==> src/rtl/parity_serial_tx.sv <==
// Serial frame transmitter: start bit, LSB-first data, odd (XNOR) parity, stop bit.
// Define PARITY_SERIAL_TX_TWO_STOP_EN to send two stop bits instead of one.
module parity_serial_tx #(
    parameter int DATA_WIDTH = 8,
    parameter int BIT_CYCLES = 4
) (
    input  logic                  clk,
    input  logic                  reset,
    input  logic [DATA_WIDTH-1:0] data_in,
    input  logic                  data_valid,
    output logic                  ready,
    output logic                  serial_out,
    output logic                  busy,
    output logic                  done
);

    localparam int CYC_W = (BIT_CYCLES > 1) ? $clog2(BIT_CYCLES) : 1;
    localparam int BIT_W = $clog2(DATA_WIDTH + 1);
`ifdef PARITY_SERIAL_TX_TWO_STOP_EN
    localparam int STOP_BITS = 2;
`else
    localparam int STOP_BITS = 1;
`endif
    localparam logic [CYC_W-1:0] CYC_LAST  = CYC_W'(BIT_CYCLES - 1);
    localparam logic [BIT_W-1:0] DATA_LAST = BIT_W'(DATA_WIDTH - 1);
    localparam logic [BIT_W-1:0] STOP_LAST = BIT_W'(STOP_BITS - 1);

    typedef enum logic [2:0] {
        ST_IDLE   = 3'd0,
        ST_START  = 3'd1,
        ST_DATA   = 3'd2,
        ST_PARITY = 3'd3,
        ST_STOP   = 3'd4
    } state_t;

    // XNOR reduction: total ones across word plus parity bit is odd.
    function automatic logic odd_parity(input logic [DATA_WIDTH-1:0] word);
        return ~^word;
    endfunction

    state_t                state_r, state_s;
    logic [DATA_WIDTH-1:0] shift_r, shift_s;
    logic                  parity_r, parity_s;
    logic [BIT_W-1:0]      bit_r, bit_s;
    logic [CYC_W-1:0]      cyc_r, cyc_s;
    logic                  serial_r, serial_s;
    logic                  ready_r, ready_s;
    logic                  busy_r, busy_s;
    logic                  done_r, done_s;
    logic                  last_cyc_s;

    assign last_cyc_s = (cyc_r == CYC_LAST);

    // Next-state and next-output decode; outputs are registered from these values.
    always_comb begin
        state_s  = state_r;
        shift_s  = shift_r;
        parity_s = parity_r;
        bit_s    = bit_r;
        cyc_s    = cyc_r;
        serial_s = serial_r;
        ready_s  = 1'b0;
        busy_s   = 1'b1;
        done_s   = 1'b0;

        case (state_r)
            ST_IDLE: begin
                cyc_s = {CYC_W{1'b0}};
                if (data_valid && ready_r) begin
                    shift_s  = data_in;
                    parity_s = odd_parity(data_in);
                    state_s  = ST_START;
                    serial_s = 1'b0;
                end else begin
                    serial_s = 1'b1;
                    ready_s  = 1'b1;
                    busy_s   = 1'b0;
                end
            end

            ST_START: begin
                if (last_cyc_s) begin
                    state_s  = ST_DATA;
                    cyc_s    = {CYC_W{1'b0}};
                    bit_s    = {BIT_W{1'b0}};
                    serial_s = shift_r[0];
                end else begin
                    cyc_s    = cyc_r + CYC_W'(1);
                    serial_s = 1'b0;
                end
            end

            ST_DATA: begin
                if (last_cyc_s) begin
                    cyc_s   = {CYC_W{1'b0}};
                    shift_s = shift_r >> 1;
                    if (bit_r == DATA_LAST) begin
                        state_s  = ST_PARITY;
                        bit_s    = {BIT_W{1'b0}};
                        serial_s = parity_r;
                    end else begin
                        bit_s    = bit_r + BIT_W'(1);
                        serial_s = shift_s[0];
                    end
                end else begin
                    cyc_s    = cyc_r + CYC_W'(1);
                    serial_s = shift_r[0];
                end
            end

            ST_PARITY: begin
                if (last_cyc_s) begin
                    state_s  = ST_STOP;
                    cyc_s    = {CYC_W{1'b0}};
                    bit_s    = {BIT_W{1'b0}};
                    serial_s = 1'b1;
                end else begin
                    cyc_s    = cyc_r + CYC_W'(1);
                    serial_s = parity_r;
                end
            end

            ST_STOP: begin
                serial_s = 1'b1;
                if (last_cyc_s) begin
                    cyc_s = {CYC_W{1'b0}};
                    // The bit counter is reused to count stop bits.
                    if (bit_r == STOP_LAST) begin
                        state_s = ST_IDLE;
                        bit_s   = {BIT_W{1'b0}};
                        ready_s = 1'b1;
                        busy_s  = 1'b0;
                        done_s  = 1'b1;
                    end else begin
                        bit_s = bit_r + BIT_W'(1);
                    end
                end else begin
                    cyc_s = cyc_r + CYC_W'(1);
                end
            end

            default: begin
                state_s  = ST_IDLE;
                shift_s  = {DATA_WIDTH{1'b0}};
                parity_s = 1'b0;
                bit_s    = {BIT_W{1'b0}};
                cyc_s    = {CYC_W{1'b0}};
                serial_s = 1'b1;
                ready_s  = 1'b1;
                busy_s   = 1'b0;
            end
        endcase
    end

    // State, datapath and output registers with synchronous reset priority.
    always_ff @(posedge clk) begin
        if (reset) begin
            state_r  <= ST_IDLE;
            shift_r  <= {DATA_WIDTH{1'b0}};
            parity_r <= 1'b0;
            bit_r    <= {BIT_W{1'b0}};
            cyc_r    <= {CYC_W{1'b0}};
            serial_r <= 1'b1;
            ready_r  <= 1'b1;
            busy_r   <= 1'b0;
            done_r   <= 1'b0;
        end else begin
            state_r  <= state_s;
            shift_r  <= shift_s;
            parity_r <= parity_s;
            bit_r    <= bit_s;
            cyc_r    <= cyc_s;
            serial_r <= serial_s;
            ready_r  <= ready_s;
            busy_r   <= busy_s;
            done_r   <= done_s;
        end
    end

    assign serial_out = serial_r;
    assign ready      = ready_r;
    assign busy       = busy_r;
    assign done       = done_r;

endmodule

==> config.mk <==
export PLATFORM = sky130hd
export DESIGN_NAME = parity_serial_tx
export DESIGN_NICKNAME = d
export VERILOG_FILES = /design/src/rtl/parity_serial_tx.sv
export SDC_FILE = /design/constraint.sdc
export NUM_CORES = 1
export LEC_CHECK = 0
export CORE_MARGIN = 5
export CORE_UTILIZATION = 40
export DETAILED_ROUTE_END_ITERATION = 8
export HOLD_SLACK_MARGIN = 0.12
export PLACE_DENSITY = 0.6
export SETUP_SLACK_MARGIN = 0.15
export SKIP_LAST_GASP = 1
export SLEW_MARGIN = 20
export SYNTH_ARGS = -nofsm -noshare
export SYNTH_HDL_FRONTEND = slang
export SYNTH_SLANG_ARGS = --single-unit
export TNS_END_PERCENT = 10
==> constraint.sdc <==
create_clock -name clk -period 1.8 [get_ports clk]
set_input_delay 0.27 -clock clk [delete_from_list [all_inputs] [get_ports clk]]
set_output_delay 0.27 -clock clk [all_outputs]
set_load 0.1 [all_outputs]
Yosys cells after proc, flatten, opt, wreduce, memory -nomap -nowiden
Cells that the tools add are included.

Reduce and logical (&&, ||, !) cells: 14. Equal/unequal tests: 14. Muxes and demuxes: 32. Add/sub/neg operators: 2. Bitwise gates (word level): 4.

Operators with widths (number): 8-bit case mux with 3 select lines (1); 3-bit 2-to-1 mux (7); 4-bit 2-to-1 mux (5); 8-bit 2-to-1 mux (2); 4-bit case mux with 4 select lines (1); 3-bit case mux with 5 select lines (1); 2-bit != test, second input constant (7); 1-bit 2-to-1 mux (11); 3-bit OR reduction (3); 8-bit XNOR reduction (1); 7-bit AND reduction (1); 3-bit by 2-bit == test with 1-bit output, second input constant (2); 1-bit case mux with 3 select lines (2); 4-bit by 1-bit adder with 4-bit output, second input constant (1); 4-bit by 3-bit == test with 1-bit output, second input constant (1); 4-bit zero test (1); 1-bit NOT (4); 1-bit case mux with 4 select lines (1); 4-bit AND reduction (1); 2-bit OR reduction (2); 4-bit OR reduction (1); 3-bit by 1-bit == test with 1-bit output, second input constant (1); 3-bit == test, second input constant (1); 3-bit zero test (1); 7 further kinds (7).

Bits in registers: 22. Logic and storage cells: 75. Output and inout port bits: 4.

Depth between registers and ports, before layout
Gate-level depths: netlist (run 1).

Depth in word-level cells: 4. Mapped depth: 6.

Least setup slack after synthesis (run 1)
No wires, ideal clock.

Kind: flip-flop to flip-flop. Start point: register ready_r (netlist: ready). End point: register shift_r[2]. Clock period less this slack: 2.098 ns. Path buffers: 1. Data arrival time: 2.027 ns. Setup time: 0.070 ns. Cell stages (with the launch flop): 5. Data required time: 1.730 ns. Path slack: -0.298 ns. Path through: dfxtp_1 a31oi_4 buf_6 or4_1 a21oi_1.

Longest elaborated chain between the ends: 3.

RTL lines: start, declared (RTL line 47) `logic ready_r, ready_s;`; start signal, assigned (RTL line 174) `ready_r <= ready_s;`; 1-bit logical AND (RTL line 69) `if (data_valid && ready_r) begin`; 2-bit != test (no line); 3-bit AND reduction (no line); end signal, assigned (RTL line 159) `shift_r <= {DATA_WIDTH{1'b0}};`; end signal, assigned (RTL line 169) `shift_r <= shift_s;`; end, declared (RTL line 42) `logic [DATA_WIDTH-1:0] shift_r, shift_s;`.

No other way between the ends. A chain may end at the register's enable or synchronous reset.

Final worst setup path (run 1)
Start point: register cyc_r[0]. End point: register shift_r[3].

Longest elaborated chain between the ends: 3.

RTL lines: start, declared (RTL line 45) `logic [CYC_W-1:0] cyc_r, cyc_s;`; start signal, assigned (RTL line 162) `cyc_r <= {CYC_W{1'b0}};`; start signal, assigned (RTL line 172) `cyc_r <= cyc_s;`; 2-bit == test (RTL line 52) `assign last_cyc_s = (cyc_r == CYC_LAST);`; 2-bit != test (no line); 3-bit AND reduction (no line).

No other way between the ends.

==> impl_metrics.json, run 1 <==
{
  "final_area_um2": 1560,
  "tns_ns": 0,
  "rsz0062_at_grt": "yes",
  "place.detailed.hpwl_um": 2120,
  "grt_pass1_wl_um": 4660,
  "grt_usage_pct": 13.8,
  "yosysSeqAreaShare_pct": 35.5,
  "start_util_pct": 41.3,
  "ys_types": 38,
  "rows": 20,
  "drt-vias-per-instance": 5.56,
  "status": "finished clean",
  "root_buffer": "clkbuf_4",
  "timing.rr.start": "cyc_r[0]",
  "clkPwrFrac_pct": 31.6,
  "startpoint": "cyc_r[0]",
  "drive_gt1_share_pct": 18.3,
  "path_buf_inv": 1,
  "worst_setup_path_end_kind": "register",
  "antenna_found_initial": 0,
  "ff_latch_area_um2": 447,
  "syn_nets": 161,
  "yosysTopAreaCell": "dfxtp_1",
  "grt_max_degree": 17,
  "total_leakage_power_nw": 0.536,
  "drt-initial-drc-count": 54,
  "dpl.cell_count": 195,
  "clockBufferDepth": 2,
  "multi_input_area_um2": 752,
  "wl_um": 2900,
  "postRouteAntennaNets": 0,
  "die_w_um": 65.7,
  "hold_violations": 0,
  "min_path_cells": 1,
  "grt_pass1_vias": 1022,
  "min_period_over_period_pct": 88.3,
  "ff2ff_path_depth": 6,
  "clk_pin_slew_worst_paths_ns": 0.13,
  "critical_path_depth": 6,
  "finalNonFillerCells": 202,
  "placed_area_um2": 1450,
  "min_path_type": "register to register",
  "setup_viol": 0,
  "fillers": 292,
  "vias": 1123,
  "p_sw_uw": 332,
  "port_buffers": 14,
  "worst_setup_path_start_kind": "register",
  "maxSlewViolCount": 0,
  "slowest_delay_ns": 0.53,
  "crit_fanout": 8,
  "clock_latency_ns": 0.31,
  "numClockSinks": 22,
  "maxSlewHeadroom_pct": 73.4,
  "pwr_density_cell_nw_per_um2": 766,
  "ir_drop_mv": 0.521,
  "max_clock_freq_mhz": 629,
  "maxCapViolCount": 0,
  "drc": 0,
  "synthCells": 147,
  "ys_seq_elements": 22,
  "switching_share_pct": 27.9,
  "cts_inserted_buffers": 3,
  "firstDrtPassIters": 4,
  "seqPwrFrac_pct": 45.6,
  "netlist_area_um2": 1240,
  "synth_top_area_share_pct": 35.5,
  "critical_path_class": "register to register",
  "tritoncts": "yes",
  "clock_skew_ns": 0.00789,
  "combinationalPowerShare_pct": 22.8,
  "areaGrowthSynthToFinish_pct": 25.4,
  "syn_area_per_cell_um2": 8.43,
  "yosysWarnings": 0,
  "crit_arrival_ns": 1.85,
  "grt_overflow": 0,
  "gp_congestion": 0.819,
  "coreArea_um2": 3000,
  "synth_area_leaders": "dfxtp_1 (36%), mux2i_1 (6.5%), a21oi_1 (6.1%)",
  "crit_family": "simple AND/OR/NAND/NOR gates",
  "diodes": 0,
  "power_mw": 1.19,
  "crit_required_ns": 2.06,
  "final.min_clock_period_ns": 1.59,
  "worst_path_max_delay_cell": "or4_1",
  "layout.nets": 184,
  "boundaryPins": 15,
  "post_drt_wl_per_cell_um": 14.4,
  "die-area_um2": 4310,
  "h-tree-depth": 1,
  "timing.critical_path.cells": "ha_2 -> nand2b_4 -> a21oi_2 -> buf_4 -> or4_1 -> a21oi_1",
  "hp-start": "cyc_r[0]",
  "die_h_um": 65.7,
  "worstMarginPinSlew_ns": 0.399,
  "holdWs_ns": 0.410,
  "power.internal_uw": 859
}
-- placed cells by master (no fill, tap or decap), types with 2 or more instances in the layout --
master / count
xnor2_1: 7
nor2_1: 9
a21oi_2: 2
a221o_1: 2
o21ai_0: 13
dfxtp_2: 2
nor3b_1: 2
a22oi_1: 2
clkbuf_4: 3
buf_4: 14
o2bb2ai_1: 2
clkdlybuf4s50_1: 10
or4_1: 7
nor3_1: 3
dfxtp_1: 19
nand2_1: 12
mux2i_1: 8
nand3_1: 5
inv_1: 6
a21oi_1: 13
ha_2: 2
nand4_1: 2
-- sequential cells by signal, indices dropped and copies added, names as in the netlist --
signal      flops
state_r         3
bit_r           4
ready           1
busy            1
cyc_r           2
serial_out      1
done            1
parity_r        1
shift_r         8
-- final cells by class --
class	instances	share of cell area [%]
Multi-Input combinational cell	110	48.4
Clock inverter	1	1.93
Clock buffer	3	1.45
Tap cell	33	2.65
Sequential cell	22	28.7
Timing Repair Buffer	26	15.2
Inverter	7	1.69
-- synthesized netlist by cell type, drive strengths merged --
master,count
ha,3
nor2b,1
nand2,12
buf,2
xnor2,7
maj3,1
or3,1
nor4bb,1
nor4b,1
o31ai,1
nor3,3
dfxtp,22
nand2b,2
xor2,1
or4,7
clkbuf,6
nand4,2
o21ai,13
a22oi,2
a31oi,1
nor2,9
a211oi,1
o2bb2ai,2
mux2i,8
o2111ai,1
or4b,1
nor3b,2
inv,7
nand4b,1
or2,1
a221o,2
nand4bb,1
a21oi,15
a21o,1
nand3,5
nand3b,1
-- worst register-to-register path, cell delays in order, from the launching register on --
cell      delay [ns]
dfxtp_2         0.35
ha_2            0.17
nand2b_4        0.12
a21oi_2         0.07
buf_4           0.16
or4_1           0.53
a21oi_1         0.14
-- final timing paths --
check / slack, ns / to
min reg2reg: 0.41 / cyc_r[0]
max: 0.21 / shift_r[3]
min: 0.41 / cyc_r[0]
max reg2reg: 0.21 / shift_r[3]
-- repair_timing --
action	in CTS	in global routing
gates resized for setup	0	7
hold buffers	0	0
setup endpoints to repair	0	9
setup buffers	0	2
-- logic make-up (layout without fill, tap and decap cells) --
| kind of cell | count (synthesis) | in the layout | share of synthesized area [%] |
|---|---|---|---|
| and+or+nand+nor | 51 | 51 | 23.3 |
| AOI/OAI and AO/OA | 39 | 39 | 19.8 |
| DFF | 22 | 22 | 35.5 |
| muxes | 8 | 8 | 6.46 |
| adders and majority gates | 4 | 4 | 3.83 |
| xor gates and xnor gates | 8 | 8 | 5.65 |
| buffers and inverters | 15 | 37 | 5.45 |
-- through the flow --
stage / utilization (%) / setup WS, ns
6_report: 51.8 / 0.210
5_1_grt: 51.8 / 0.129
4_1_cts: 50.2 / 0.166
3_5_place_dp: 48.4 / -0.00405
3_3_place_gp: 48.4 / 0.0440
2_1_floorplan: - / 0.206
-- layer usage --
metal  GRT usage (%)  routed length [µm]  share of wire [%]
met2            23.2                1450                 50
met5               0                   0                  0
met3            3.59                  68                2.3
met1            17.6                1350                 46
met4            3.11                  31                1.1
-- power by group through the flow --
stage	clock network, mW	logic (mW)	registers, mW
3_5_place_dp	0	0.259	0.554
5_1_grt	0.400	0.296	0.547
4_1_cts	0.388	0.260	0.543
2_1_floorplan	0	0.136	0.594
6_report	0.376	0.272	0.543
3_3_place_gp	0	0.255	0.552
(Power assumes the default switching activity.)
==> run 2, diff against run 1 <==
CORE_UTILIZATION = 54   (was 40)
MAX_ROUTING_LAYER = met4   (was unset)
PLACE_DENSITY = 0.77   (was 0.6)
TNS_END_PERCENT = unset   (was 10)
==> run 2 against run 1 <==
Final area is essentially flat. Clock power shrank 27%. Die area shrank 22%. Sequential cell count is the same. Combinational power grew 7%. Sequential share of layout area is essentially flat. Register-to-register slack is essentially flat. Utilization grew 18 points. Final cell count shrank 3.0%. Worst setup slack lost 0.0078 ns. Clock skew shrank 0.00087 ns. Largest cell class unchanged.
==> impl_metrics.json, run 2 (same netlist as run 1, synthesis figures left out) <==
{
  "cts_inserted_buffers": 3,
  "hold_violations": 0,
  "gp_congestion": 0.882,
  "rsz0062_at_grt": "no",
  "die_w_um": 57.9,
  "status": "finished clean",
  "clock_skew_ns": 0.00703,
  "cts_hold_repair.buffers": 0,
  "diodes": 0,
  "coreArea_um2": 2210,
  "boundaryPins": 15,
  "grt_pass1_wl_um": 5060,
  "worst_setup_path_end_kind": "register",
  "min_path_type": "register to register",
  "vias": 1169,
  "die_h_um": 57.9,
  "seqPwrFrac_pct": 49.1,
  "clockBufferDepth": 2,
  "drive_gt1_share_pct": 19.6,
  "min_period_over_period_pct": 88.8,
  "worst_setup_path_start_kind": "register",
  "antenna_found_initial": 0,
  "final.min_clock_period_ns": 1.60,
  "postRouteAntennaNets": 0,
  "top_register": "shift_r",
  "rows": 17,
  "grt_usage_pct": 19.6,
  "max_clock_freq_mhz": 626,
  "mostFrequentLayoutCell": "dfxtp_1",
  "grt_pass1_vias": 1123,
  "fillers": 180,
  "h-tree-depth": 1,
  "p_sw_uw": 343,
  "drc": 0,
  "maxSlewViolCount": 0,
  "drt-vias-per-instance": 5.96,
  "maxSlewHeadroom_pct": 75.8,
  "worst_path_max_delay_cell": "or4_1",
  "critical_path_class": "register to register",
  "crit_arrival_ns": 1.84,
  "crit_required_ns": 2.04,
  "power.internal_uw": 767,
  "final_cell_mix": "dfxtp_1 (19), o21ai_0 (13), a21oi_1 (12), nand2_1 (12), buf_4 (12)",
  "combinationalPowerShare_pct": 26.2,
  "drt-initial-drc-count": 13,
  "clkPwrFrac_pct": 24.8,
  "firstDrtPassIters": 4,
  "maxCapViolCount": 0,
  "clock_latency_ns": 0.31,
  "areaGrowthSynthToFinish_pct": 25.3,
  "largestRegisters": "shift_r (8), bit_r (4), state_r (3)",
  "total_leakage_power_nw": 0.530,
  "power_mw": 1.11,
  "setup_viol": 0,
  "crit_family": "simple AND/OR/NAND/NOR gates",
  "pwr_density_cell_nw_per_um2": 714,
  "tritoncts": "yes",
  "ir_drop_mv": 0.634,
  "post_drt_wl_per_cell_um": 16.1,
  "holdWs_ns": 0.464,
  "crit_fanout": 8,
  "switching_share_pct": 30.9,
  "wl_um": 3160,
  "worstMarginPinSlew_ns": 0.363,
  "slowest_delay_ns": 0.51,
  "root_buffer": "clkbuf_4",
  "tns_ns": 0,
  "die-area_um2": 3350,
  "timing.critical_path.cells": "ha_4 -> nand2b_4 -> a21oi_2 -> buf_6 -> or4_1 -> a21oi_1",
  "grt_overflow": 0,
  "layout.nets": 183,
  "place.detailed.hpwl_um": 2190,
  "port_buffers": 14,
  "largest_register_ffs": 8,
  "grt_max_degree": 17,
  "clk_pin_slew_worst_paths_ns": 0.13,
  "path_buf_inv": 1,
  "start_util_pct": 56.1,
  "numClockSinks": 22
}
run 2: cell count changes in the layout (fill, tap and decap cells not counted), sizes merged:
cell    delta
buf        -1
bufinv     -1
clkbuf     +1
run 2: area by class of cell:
cell class              count  area (µm²)  area share, %
inverters                   7        26.3           1.69
clock buffers               4        36.3           2.33
repair buffers             25         233           15.0
well taps                  28        35.0           2.25
multi-input cells         110         777           50.0
flip-flops and latches     22         447           28.7
run 2: routing by layer:
| layer | routed length [µm] | GRT usage (%) | vias up |
|---|---|---|---|
| met5 | 0 | - | - |
| met4 | 29 | 4.97 | 0 |
| met3 | 83 | 2.67 | 4 |
| met2 | 1680 | 35.6 | 18 |
| met1 | 1380 | 22.3 | 570 |
| li1 | - | - | 577 |
run 2: worst reg2reg max path: cells and delay by family (launching register included):
kind,cells,cell delay (ns)
adders and majority gates,1,0.15
DFF,1,0.39
buffers and inverters,1,0.14
and+or+nand+nor,2,0.63
AOI/OAI and AO/OA,2,0.23
run 2: metrics by stage:
stage                     worst slack [ns]  utilization (%)  instance area (µm²)  instances
after floorplan                      0.206                -                 1240        147
after global placement              0.0524             65.4                 1450        190
after detailed placement            0.0118             65.4                 1450        190
after CTS                            0.156             67.1                 1480        194
after global routing                 0.157             70.2                 1550        196
final                                0.202             70.2                 1550        196
run 2: repair_timing:
item	CTS	global route
gates resized for setup	0	12
buffers inserted	0	1
endpoints found under the setup margin	0	11
run 2: final timing paths:
kind / to / start / cells after the start / slack, ns
min reg2reg: cyc_r[0] / cyc_r[0] / 1 / 0.46
min: cyc_r[0] / cyc_r[0] / 1 / 0.46
max: shift_r[2] / cyc_r[1] / 6 / 0.20
max reg2reg: shift_r[2] / cyc_r[1] / 6 / 0.20
run 2: power by group through the flow:
stage,combinational (mW),clock (mW),sequential [mW]
2_1_floorplan,0.136,0,0.594
3_3_place_gp,0.257,0,0.552
3_5_place_dp,0.266,0,0.555
4_1_cts,0.268,0.284,0.543
5_1_grt,0.313,0.306,0.549
6_report,0.290,0.275,0.545
==> run 3, diff against run 2 <==
ABC_AREA = 1   (was unset)
PLACE_DENSITY = 0.76   (was 0.77)
clock period = 1.63 ns   (was 1.8 ns; I/O delays follow)
==> run 3 against run 2 <==
Sequential power increased by 47%. First-iteration DRC count grew to 3.4 times the previous value. Largest cell class unchanged. Combinational power rose to 4.9 times the previous value. Clock power down 2%. Power grew 120%. Non-clock buffer count fell by 3. Die area rose by 2.5%. Worst hold slack worse by 0.025 ns. Critical path depth increased by 4. Sequential cell count is the same. Fmax is 15% higher.
==> impl_metrics.json, run 3 <==
{
  "largest_register_ffs": 8,
  "yosysTopAreaCell": "dfxtp_1",
  "setup_viol": 0,
  "grt_usage_pct": 18.8,
  "yosysMostFrequentCell": "nand2_1",
  "coreArea_um2": 2230,
  "crit_fanout": 4,
  "largestRegisters": "shift_r (8), bit_r (4), state_r (3)",
  "worst_setup_path_end_kind": "register",
  "die-area_um2": 3440,
  "drc": 0,
  "switching_share_pct": 49.1,
  "power.internal_mw": 1.26,
  "synthTopCellsByCount": "nand2_1 (46), nor2_1 (27), inv_1 (24)",
  "antenna_found_initial": 0,
  "start_util_pct": 57.2,
  "synth_top_area_share_pct": 34.5,
  "wl_um": 3030,
  "combinationalPowerShare_pct": 56.9,
  "maxCapViolCount": 0,
  "postRouteAntennaNets": 0,
  "ys_types": 22,
  "syn_nets": 203,
  "fillers": 186,
  "areaGrowthSynthToFinish_pct": 26.3,
  "root_buffer": "clkbuf_4",
  "ys_seq_elements": 22,
  "die_h_um": 58.6,
  "pre_cts_slack_ns": -0.00624,
  "synthCells": 189,
  "ys_async_sr_fraction_pct": 0,
  "top_register": "shift_r",
  "rows": 17,
  "max_clock_freq_mhz": 719,
  "syn_area_per_cell_um2": 6.76,
  "cts_inserted_buffers": 3,
  "reg2reg_slack_ns": 0.24,
  "synth_area_leaders": "dfxtp_1 (34%), nand2_1 (14%), nor2_1 (7.9%)",
  "critical_path_class": "register to register",
  "diodes": 0,
  "netlist_area_um2": 1280,
  "tritoncts": "yes",
  "rsz0062_at_grt": "yes",
  "firstDrtPassIters": 4,
  "h-tree-depth": 1,
  "total_leakage_power_nw": 0.739,
  "boundaryPins": 15,
  "yosysWarnings": 0,
  "drt-initial-drc-count": 44,
  "vias": 1278,
  "hold_violations": 0,
  "drive_gt1_share_pct": 23.0,
  "clk_pin_slew_worst_paths_ns": 0.12,
  "min_period_over_period_pct": 85.4,
  "min_path_type": "register to register",
  "p_sw_mw": 1.22,
  "grt_max_degree": 15,
  "maxSlewViolCount": 0,
  "grt_pass1_vias": 1145,
  "drt-vias-per-instance": 5.30,
  "synth-main-ff-cell": "dfxtp_1",
  "grt_pass1_wl_um": 4870,
  "final_core_utilization_pct": 72.3,
  "grt_overflow": 0,
  "ir_drop_mv": 0.872,
  "crit_required_ns": 1.88,
  "clock_skew_ns": 0.00545,
  "clockBufferDepth": 2,
  "place.detailed.hpwl_um": 2180,
  "status": "finished clean",
  "numClockSinks": 22,
  "pwr_density_cell_nw_per_um2": 1540,
  "maxSlewHeadroom_pct": 81.0,
  "gp_congestion": 0.904,
  "clock_latency_ns": 0.31,
  "synth_edf_count": 0,
  "yosysSeqAreaShare_pct": 34.5,
  "post_drt_wl_per_cell_um": 12.6,
  "seqPwrFrac_pct": 32.3,
  "layout.nets": 228,
  "worstMarginPinSlew_ns": 0.284,
  "crit_arrival_ns": 1.65,
  "port_buffers": 14,
  "clkPwrFrac_pct": 10.9,
  "final_cell_mix": "nand2_1 (43), nor2_1 (26), inv_1 (22)",
  "layout_setup_ws_ns": 0.238,
  "final.min_clock_period_ns": 1.39,
  "die_w_um": 58.6,
  "mostFrequentLayoutCell": "nand2_1",
  "worst_setup_path_start_kind": "register"
}
==> run 3: changes by cell type after synthesis, sizes merged, moves of 4 or more <==
| cell | change |
|---|---|
| nand2 | +40 |
| nor2 | +22 |
| inv | +20 |
| mux2i | -8 |
| or4 | -7 |
| clkbuf | -6 |
| o21ai | +5 |
| nand3 | +4 |
| xor2 | +4 |
==> run 3: kinds of logic (layout without fill, tap and decap cells) <==
family,Yosys count,in the layout,share of synthesized area [%]
simple gates,95,95,32.0
fa+ha+maj,3,3,2.94
compound gates,31,31,14.7
buf+inv,29,53,9.70
xor+xnor,9,9,6.17
flops,22,22,34.5
==> run 3: path summary, 6_finish.rpt <==
| kind | from | to | cells after the start |
|---|---|---|---|
| setup reg to reg | bit_r[0] | state_r[1] | 10 |
| setup / recovery | bit_r[0] | state_r[1] | 10 |
| hold reg to reg | cyc_r[0] | cyc_r[0] | 1 |
| hold / removal | cyc_r[0] | cyc_r[0] | 1 |
==> run 3: through the flow <==
step	cell area [µm²]	instances	TNS, ns	hold WS (ns)	total power [mW]
after CTS	1530	237	0	0.442	2.43
after floorplan	1280	189	0	0.307	1.86
final	1610	241	0	0.439	2.48
after global routing	1610	241	0	0.457	2.67
after detailed placement	1500	233	-0.00624	0.425	2.16
after global placement	1500	233	0	0.408	2.12
==> run 3: metal layers <==
layer / vias to the layer above / global-route usage, % / part of all wire (%)
met1: 583 / 22.3 / 42
li1: 640 / - / -
met3: 7 / 3.07 / 6.4
met5: - / - / 0
met2: 48 / 30.9 / 49
met4: 0 / 8.74 / 2.3
==> run 3: critical path: stages, from the launching register on <==
cell and delay [ns]:
dfxtp_4 0.39, inv_4 0.07, ha_4 0.14, nand2_2 0.05
nor2_1 0.09, nor2_1 0.06, nor2_2 0.17, nand3_2 0.14
nand2_1 0.09, nand2_1 0.04, nor2_1 0.09
==> run 3: layout make-up <==
cell class / instances / area, µm² / share of cell area (%)
Clock buffer: 4 / 26.3 / 1.63
Tap cell: 28 / 35.0 / 2.17
Timing Repair Buffer: 22 / 240 / 14.9
Inverter: 27 / 104 / 6.43
Sequential cell: 22 / 455 / 28.2
Multi-Input combinational cell: 138 / 753 / 46.7
==> run 3: power groups by stage <==
stage          clock, mW  sequential (mW)  combinational [mW]
2_1_floorplan          0            0.946               0.910
3_3_place_gp           0            0.801                1.32
3_5_place_dp           0            0.807                1.35
4_1_cts            0.273            0.794                1.36
5_1_grt            0.300            0.815                1.56
6_report           0.270            0.799                1.41
==> run 3: timing repair <==
item / CTS / global route
setup buffers: 0 / 4
hold buffers: 0 / 0
resized for setup: 1 / 23
endpoints found under the setup margin: 2 / 13
pin swaps: 0 / 9
